==> config.mk <==
export PLATFORM = sky130hd
export DESIGN_NAME = seq_pattern_detector
export DESIGN_NICKNAME = d
export VERILOG_FILES = /design/src/rtl/seq_pattern_detector.sv
export SDC_FILE = /design/constraint.sdc
export NUM_CORES = 1
export LEC_CHECK = 0
export CAP_MARGIN = 20
export CELL_PAD_IN_SITES_DETAIL_PLACEMENT = 0
export CELL_PAD_IN_SITES_GLOBAL_PLACEMENT = 1
export CORE_MARGIN = 2
export CORE_UTILIZATION = 35
export CTS_CLUSTER_SIZE = 12
export DETAILED_ROUTE_END_ITERATION = 10
export PLACE_DENSITY = 0.78
export RECOVER_POWER = 100
export SKIP_LAST_GASP = 1
export SLEW_MARGIN = 15
export SYNTH_ARGS = -nofsm -noshare
export SYNTH_HDL_FRONTEND = slang
export SYNTH_SLANG_ARGS = --single-unit
==> constraint.sdc <==
create_clock -name clk -period 1.84 [get_ports clk]
set_input_delay 0.368 -clock clk [delete_from_list [all_inputs] [get_ports clk]]
set_output_delay 0.368 -clock clk [all_outputs]
set_load 0.01 [all_outputs]
==> src/rtl/seq_pattern_detector.sv <==
// Serial pattern detector with a runtime-loadable pattern, overlap/non-overlap
// matching, a bit-valid qualifier and a saturating match counter.
module seq_pattern_detector #(
    parameter int PAT_W = 4,
    parameter int CNT_W = 8
) (
    input  logic             clk,
    input  logic             rst,
    input  logic             en,
    input  logic             y,
    input  logic             load,
    input  logic [PAT_W-1:0] pat_in,
    input  logic             overlap,
    output logic             z,
    output logic [CNT_W-1:0] match_cnt,
    output logic             cnt_sat,
    output logic [1:0]       state
);

    localparam int FW = $clog2(PAT_W);

    typedef enum logic [1:0] {
        ST_IDLE  = 2'b00,
        ST_FILL  = 2'b01,
        ST_ARMED = 2'b11
    } state_t;

    state_t             state_q, state_d;
    logic [PAT_W-1:0]   pat_q, pat_d;
    logic [PAT_W-2:0]   h_q, h_d;
    logic [FW-1:0]      f_q, f_d;
    logic [CNT_W-1:0]   match_cnt_q, match_cnt_d;

    logic [PAT_W-1:0]   cand_s;
    logic [PAT_W-2:0]   h_shift_s;
    logic               match_s;

    function automatic logic [CNT_W-1:0] sat_inc(input logic [CNT_W-1:0] v);
        if (&v) begin
            return v;
        end else begin
            return v + CNT_W'(1);
        end
    endfunction

    // Candidate word and its low bits, which double as the shifted history.
    always_comb begin
        cand_s    = {h_q, y};
        h_shift_s = cand_s[PAT_W-2:0];
        match_s   = (state_q == ST_ARMED) && en && !load && (cand_s == pat_q);
    end

    // Next-state logic; load wins over en in every legal state.
    always_comb begin
        state_d     = state_q;
        pat_d       = pat_q;
        h_d         = h_q;
        f_d         = f_q;
        match_cnt_d = match_cnt_q;
        case (state_q)
            ST_IDLE, ST_FILL, ST_ARMED: begin
                if (load) begin
                    pat_d       = pat_in;
                    h_d         = '0;
                    f_d         = '0;
                    match_cnt_d = '0;
                    state_d     = ST_FILL;
                end else if (en && (state_q == ST_FILL)) begin
                    h_d = h_shift_s;
                    f_d = f_q + FW'(1);
                    if (f_q == FW'(PAT_W - 2)) begin
                        state_d = ST_ARMED;
                    end else begin
                        state_d = ST_FILL;
                    end
                end else if (en && (state_q == ST_ARMED)) begin
                    if (match_s) begin
                        match_cnt_d = sat_inc(match_cnt_q);
                    end else begin
                        match_cnt_d = match_cnt_q;
                    end
                    if (match_s && !overlap) begin
                        h_d     = '0;
                        f_d     = '0;
                        state_d = ST_FILL;
                    end else begin
                        h_d     = h_shift_s;
                        state_d = ST_ARMED;
                    end
                end else begin
                    state_d = state_q;
                end
            end
            // 2'b10 is unreachable; fall back to IDLE and wait for a load.
            default: begin
                state_d = ST_IDLE;
            end
        endcase
    end

    // State registers with asynchronous active-low reset.
    always_ff @(posedge clk or negedge rst) begin
        if (!rst) begin
            state_q     <= ST_IDLE;
            pat_q       <= '0;
            h_q         <= '0;
            f_q         <= '0;
            match_cnt_q <= '0;
        end else begin
            state_q     <= state_d;
            pat_q       <= pat_d;
            h_q         <= h_d;
            f_q         <= f_d;
            match_cnt_q <= match_cnt_d;
        end
    end

    assign z         = match_s;
    assign match_cnt = match_cnt_q;
    assign cnt_sat   = &match_cnt_q;
    assign state     = state_q;

endmodule

== Yosys cells after proc, flatten, opt, wreduce, memory -nomap -nowiden ==
Index checks and enable logic that the tools add are counted.

* Register bits: 19
* Logic and storage cells: 51
* Input port bits: 10

* Muxes and demuxes: 19
* Reduce and logical (&&, ||, !) cells: 18
* Add/sub/neg operators: 2
* Equality and inequality tests: 7

{| class="wikitable"
|+ Operator list
! cell !! count
|-
| 8-bit two-way mux || 5
|-
| 2-bit two-way mux || 10
|-
| 3-bit two-way mux || 4
|-
| 8-bit by 1-bit adder with 8-bit output (second input constant) || 1
|-
| 8-bit AND reduction || 1
|-
| 3-bit nonzero test || 2
|-
| 1-bit logical AND || 5
|-
| 5-bit AND reduction || 1
|-
| 2-bit == test (second input constant) || 2
|-
| 4-bit == test || 1
|-
| 2-bit inequality test (second input constant) || 2
|-
| 4-bit inequality test (second input constant) || 1
|-
| 2-bit AND reduction || 2
|-
| 2-bit nonzero test || 2
|-
| 3-bit AND reduction || 1
|-
| 3-bit OR reduction || 1
|-
| 2-bit by 1-bit adder with 2-bit output (second input constant) || 1
|-
| 2-bit by 1-bit == test with 1-bit output (second input constant) || 1
|-
| 1-bit logical NOT || 2
|-
| 2-bit logical NOT || 1
|}

== Longest topological paths before layout ==
* Depth after elaboration: 10
* Gate-level depth with buffers: 6

== Worst setup path before layout ==
Ideal clock, no wire load.

* Path kind: reg2reg
* From: reg match_cnt_q[0] (netlist: match_cnt[0])
* To: reg match_cnt_q[3] (netlist: match_cnt[3])
* Arrival: 1,536 ps
* Period minus slack after synthesis: 1,623 ps
* Cell stages (with the launch flop): 7
* Buffers on the path: 0
* Data required time: 1,753 ps
* Setup slack: 217 ps
* Setup time: 87 ps
* Path through: dfrtp_1 -> ha_1 -> nand3_1 -> nor2_2 -> nor3b_1 -> a211o_1 -> o211ai_1

{| class="wikitable"
|+ RTL lines
! element !! RTL line !! RTL
|-
| start: declaration || 32 || <nowiki>logic [CNT_W-1:0] match_cnt_q, match_cnt_d;</nowiki>
|-
| start signal: assignment || 114 || <nowiki>match_cnt_q <= match_cnt_d;</nowiki>
|-
| 8-bit AND reduction || - ||
|-
| named net cnt_sat || 16 || <nowiki>output logic cnt_sat,</nowiki>
|-
| 2-bit inequality test (no source line) || - ||
|-
| 5-bit AND reduction (no source line) || - ||
|}

The timed path passes the listed nets, and every way through them passes these cells. The select of a mux whose other input is x is not followed.
A chain may end at the register's enable or synchronous reset.

== Worst setup path after layout ==
* From: in y
* To: out z

* Word-level cells in the longest chain between the ends: 2

{| class="wikitable"
|+ RTL lines
! element !! RTL line !! RTL
|-
| start: declaration || 10 || <nowiki>input logic y,</nowiki>
|-
| 4-bit == test || 50 || <nowiki>match_s = (state_q == ST_ARMED) && en && !load && (cand_s == pat_q);</nowiki>
|-
| 1-bit logical AND || 50 ||
|-
| end: declaration || 14 || <nowiki>output logic z,</nowiki>
|}

Every way passes these cells.

==> run metrics <==
row cnt=19; core area=0.00281 sq mm; Sequential Power Share=58.2%; met2 WL=1.12 mm; placed cells=159; worst path cell trace=clkdlybuf4s50_1 > xnor2_2 > nand4_4 > nor2_4 > clkbuf_2; relative slew slack=29.0%; Comb power frac=15.0%; worst reg2reg path endpoint=match_cnt[0]$_DFFE_PN0P_; fill count=275; H-tree lvl count=1; Synth Area per Inst=11.4 sq um; r2r startpoint=h_q[0]$_DFFE_PN0P_; number of CTS-inserted buffers=3; delay of the slowest critical-path stage=0.52 ns; CTS Root Buffer Type=clkbuf_4; Syn Inst Count=92; first-pass GRT wire length=3.70 mm; number of global-route vias before repair=851; Clock transition at path regs=0.11 ns; routed wl met3=95 microns; P per Cell Area=543 mW/mm^2; crit path kind=input pin to primary output; Starting Density=37.5%; Remaining DRCs=4; CTS tree=yes; synthesis-stage register bit count=19; wire per inst=13.2 microns; Avg Vias per Cell=5.26; setup bufs post-CTS=0; Pleak=0.000608 uW; Worst setup EP type=primary output; startpoint types=input pin; end of the critical path=z; Area Overhead vs Synth=35.7%; Post-Syn Area=0.00105 sq mm; Synth async-reset ratio=100%; Synth cell types=39; vias=858; power share of the clock group=26.7%; post-route minimum period=1.82 ns; grt ovf=0; Synth Warn #=0; Die Y-Extent=58.8 microns; First DRT Iteration DRCs=20; # nets final=145; Die X-Extent=58.8 microns; Post-DRT Antenna Nets=0; Clock Latency Late Sink=0.29 ns; final core occ=50.9%; critical path's slowest cell=clkdlybuf4s50_1; CP max FO=2; DIE AREA=0.00346 sq mm; setup violators final=0; R2R cell count=6; Hold Buf Count CTS=0; arrival time worst endpoint=1.45 ns; largest net degree at the start of global routing=20; Switching Fraction=25.1%; share of layout cells above drive strength 1=29.5%; violated checks=DRC; Worst Path Required=1.47 ns; Post-Syn Nets=104; kind of cell adding the most delay to the critical path=buffers and inverters; DRT Pass-1 Iters=7; Post-Route WL=2.15 mm; CTS sink cnt=19; Critical path origin=y; Slew Limit Fails=0; Worst Path Buf+Inv=2; setup slack, reg-to-reg=0.18 ns; ant diodes=0; Synth Flop Type=dfrtp_1; P_sw=195 uW; Setup Skew=0.00970 ns; Max-Cap Viols=0; placer congestion estimate=0.859; CP Depth=5; peak supply drop=0.471 mV; final worst path period share=99.0%; Final Non-Filler Cells=163; sequential fraction of the synthesis area=45.2%; Hold Crit Class=register to register; total track usage=13.9%; Fmax=0.549 GHz; I/O pin total=22; internal power=580 uW; status=complete, but fails checks; Fin. Hold Viols=0; RSZ-0062 raised after global routing=yes; worst slew pin tran=1.07 ns; CTS Buffer Depth=2; Top Metal Used=met3; initial antenna violation count=0; detailed placement HPWL=1.72 mm; Post-synth EDFFs=0; Met1 Wirelength=931 microns; Port Buffers=21
-- worst reg2reg max path: stages, from the launching register on --
cell,delay [ns]
dfrtp_1,0.44
xnor2_2,0.19
nand4_4,0.13
buf_4,0.18
nor3_4,0.25
o21ai_1,0.11
mux2_4,0.26
-- synth_stat cells (2+ instances only) --
cell type | number | share of area [%]
a21oi_1 | 3 | 1.4
a31oi_1 | 2 | 1.2
a32o_1 | 4 | 3.8
dfrtp_1 | 19 | 45
ha_1 | 2 | 2.4
inv_1 | 4 | 1.4
mux2_2 | 4 | 4.3
mux2i_1 | 2 | 1.9
nand2_1 | 7 | 2.5
nand2b_1 | 3 | 1.8
nand3_1 | 3 | 1.4
nand4_1 | 2 | 1.2
nor2_1 | 4 | 1.4
nor2_2 | 2 | 1.2
nor3b_1 | 2 | 1.4
o21ai_0 | 3 | 1.4
xnor2_2 | 4 | 6.2
-- power groups by stage --
stage	Clock [uW]	Sequential [uW]	Combinational [uW]
finish	207	451	116
detailed placement	0	460	120
global placement	0	459	116
floorplan	0	457	68.9
CTS	223	451	120
global route	243	454	127
-- how the worst min path moves through the flow --
stage	start	endpoint	slack (ns)	depth (start not counted)
2_1_floorplan	rst	f_q[0]$_DFFE_PN0P_	0.07	0
3_3_place_gp	f_q[1]$_DFFE_PN0P_	f_q[1]$_DFFE_PN0P_	0.48	1
3_5_place_dp	f_q[1]$_DFFE_PN0P_	f_q[1]$_DFFE_PN0P_	0.49	1
4_1_cts	rst	match_cnt[5]$_DFFE_PN0P_	0.40	2
5_1_grt	f_q[1]$_DFFE_PN0P_	f_q[1]$_DFFE_PN0P_	0.55	1
6_report	f_q[1]$_DFFE_PN0P_	f_q[1]$_DFFE_PN0P_	0.51	1
-- metal layers --
| layer | up-vias | track usage, % |
|---|---|---|
| li1 | 424 | - |
| met4 | 0 | 2.92 |
| met5 | - | 0 |
| met3 | 0 | 2.64 |
| met2 | 19 | 24.1 |
| met1 | 415 | 18.1 |
-- through the flow --
stage / TNS [ns] / power, uW / hold WS (ns) / cell area, sq um / setup slack, ns
after floorplan: 0 / 526 / 0.0724 / 1050 / 0.217
after global placement: -2.15 / 575 / 0.476 / 1410 / -0.387
after detailed placement: -2.43 / 579 / 0.492 / 1410 / -0.395
after CTS: -0.123 / 794 / 0.398 / 1440 / -0.123
after global routing: -0.0350 / 824 / 0.554 / 1430 / -0.0318
final: 0 / 774 / 0.511 / 1430 / 0.0190
-- timing repair --
action	4_1_cts	5_1_grt
endpoints found under the setup margin	2	3
endpoints found under the hold margin	0	0
resized for setup	2	6
gates cloned	0	0
-- layout make-up --
class	count	area, sq um	area share, %
inverters	4	15.0	1.05
well taps	31	38.8	2.72
clock buffers	3	22.5	1.58
multi-input cells	67	549	38.5
clock inverters	1	5.00	0.351
flip-flops and latches	19	477	33.4
repair buffers	38	320	22.4
-- placed cells by master (no fill, tap or decap), types with 3 or more instances in the layout --
cell | netlist | routed
dfrtp_1 | 19 | 18
nand2_1 | 7 | 8
nor2_1 | 4 | 4
inv_1 | 4 | 4
clkdlybuf4s50_1 | 0 | 18
xnor2_2 | 4 | 4
mux2_2 | 4 | 4
a21oi_1 | 3 | 3
nand3_1 | 3 | 3
o21ai_0 | 3 | 3
a32o_1 | 4 | 4
clkbuf_4 | 1 | 3
buf_4 | 1 | 15
nand2b_1 | 3 | 3
-- sequential cells by signal, indices dropped and copies added, names as in the netlist --
register / count
f_q: 2
h_q: 3
match_cnt: 8
pat_q: 4
state: 2
-- kinds of logic (layout without fill, tap and decap cells) --
| kind of cell | Yosys count | after routing | share of synthesized area (%) |
|---|---|---|---|
| AO/OA/AOI/OAI | 21 | 21 | 14.7 |
| XOR/XNOR | 5 | 5 | 7.02 |
| adder cells (fa/ha/maj) | 2 | 2 | 2.38 |
| buffers and inverters | 6 | 46 | 2.85 |
| flip-flops | 19 | 19 | 45.2 |
| multiplexers | 7 | 7 | 7.61 |
| AND/OR/NAND/NOR | 32 | 32 | 20.2 |
No activity file was read; power rests on OpenSTA's default activity.
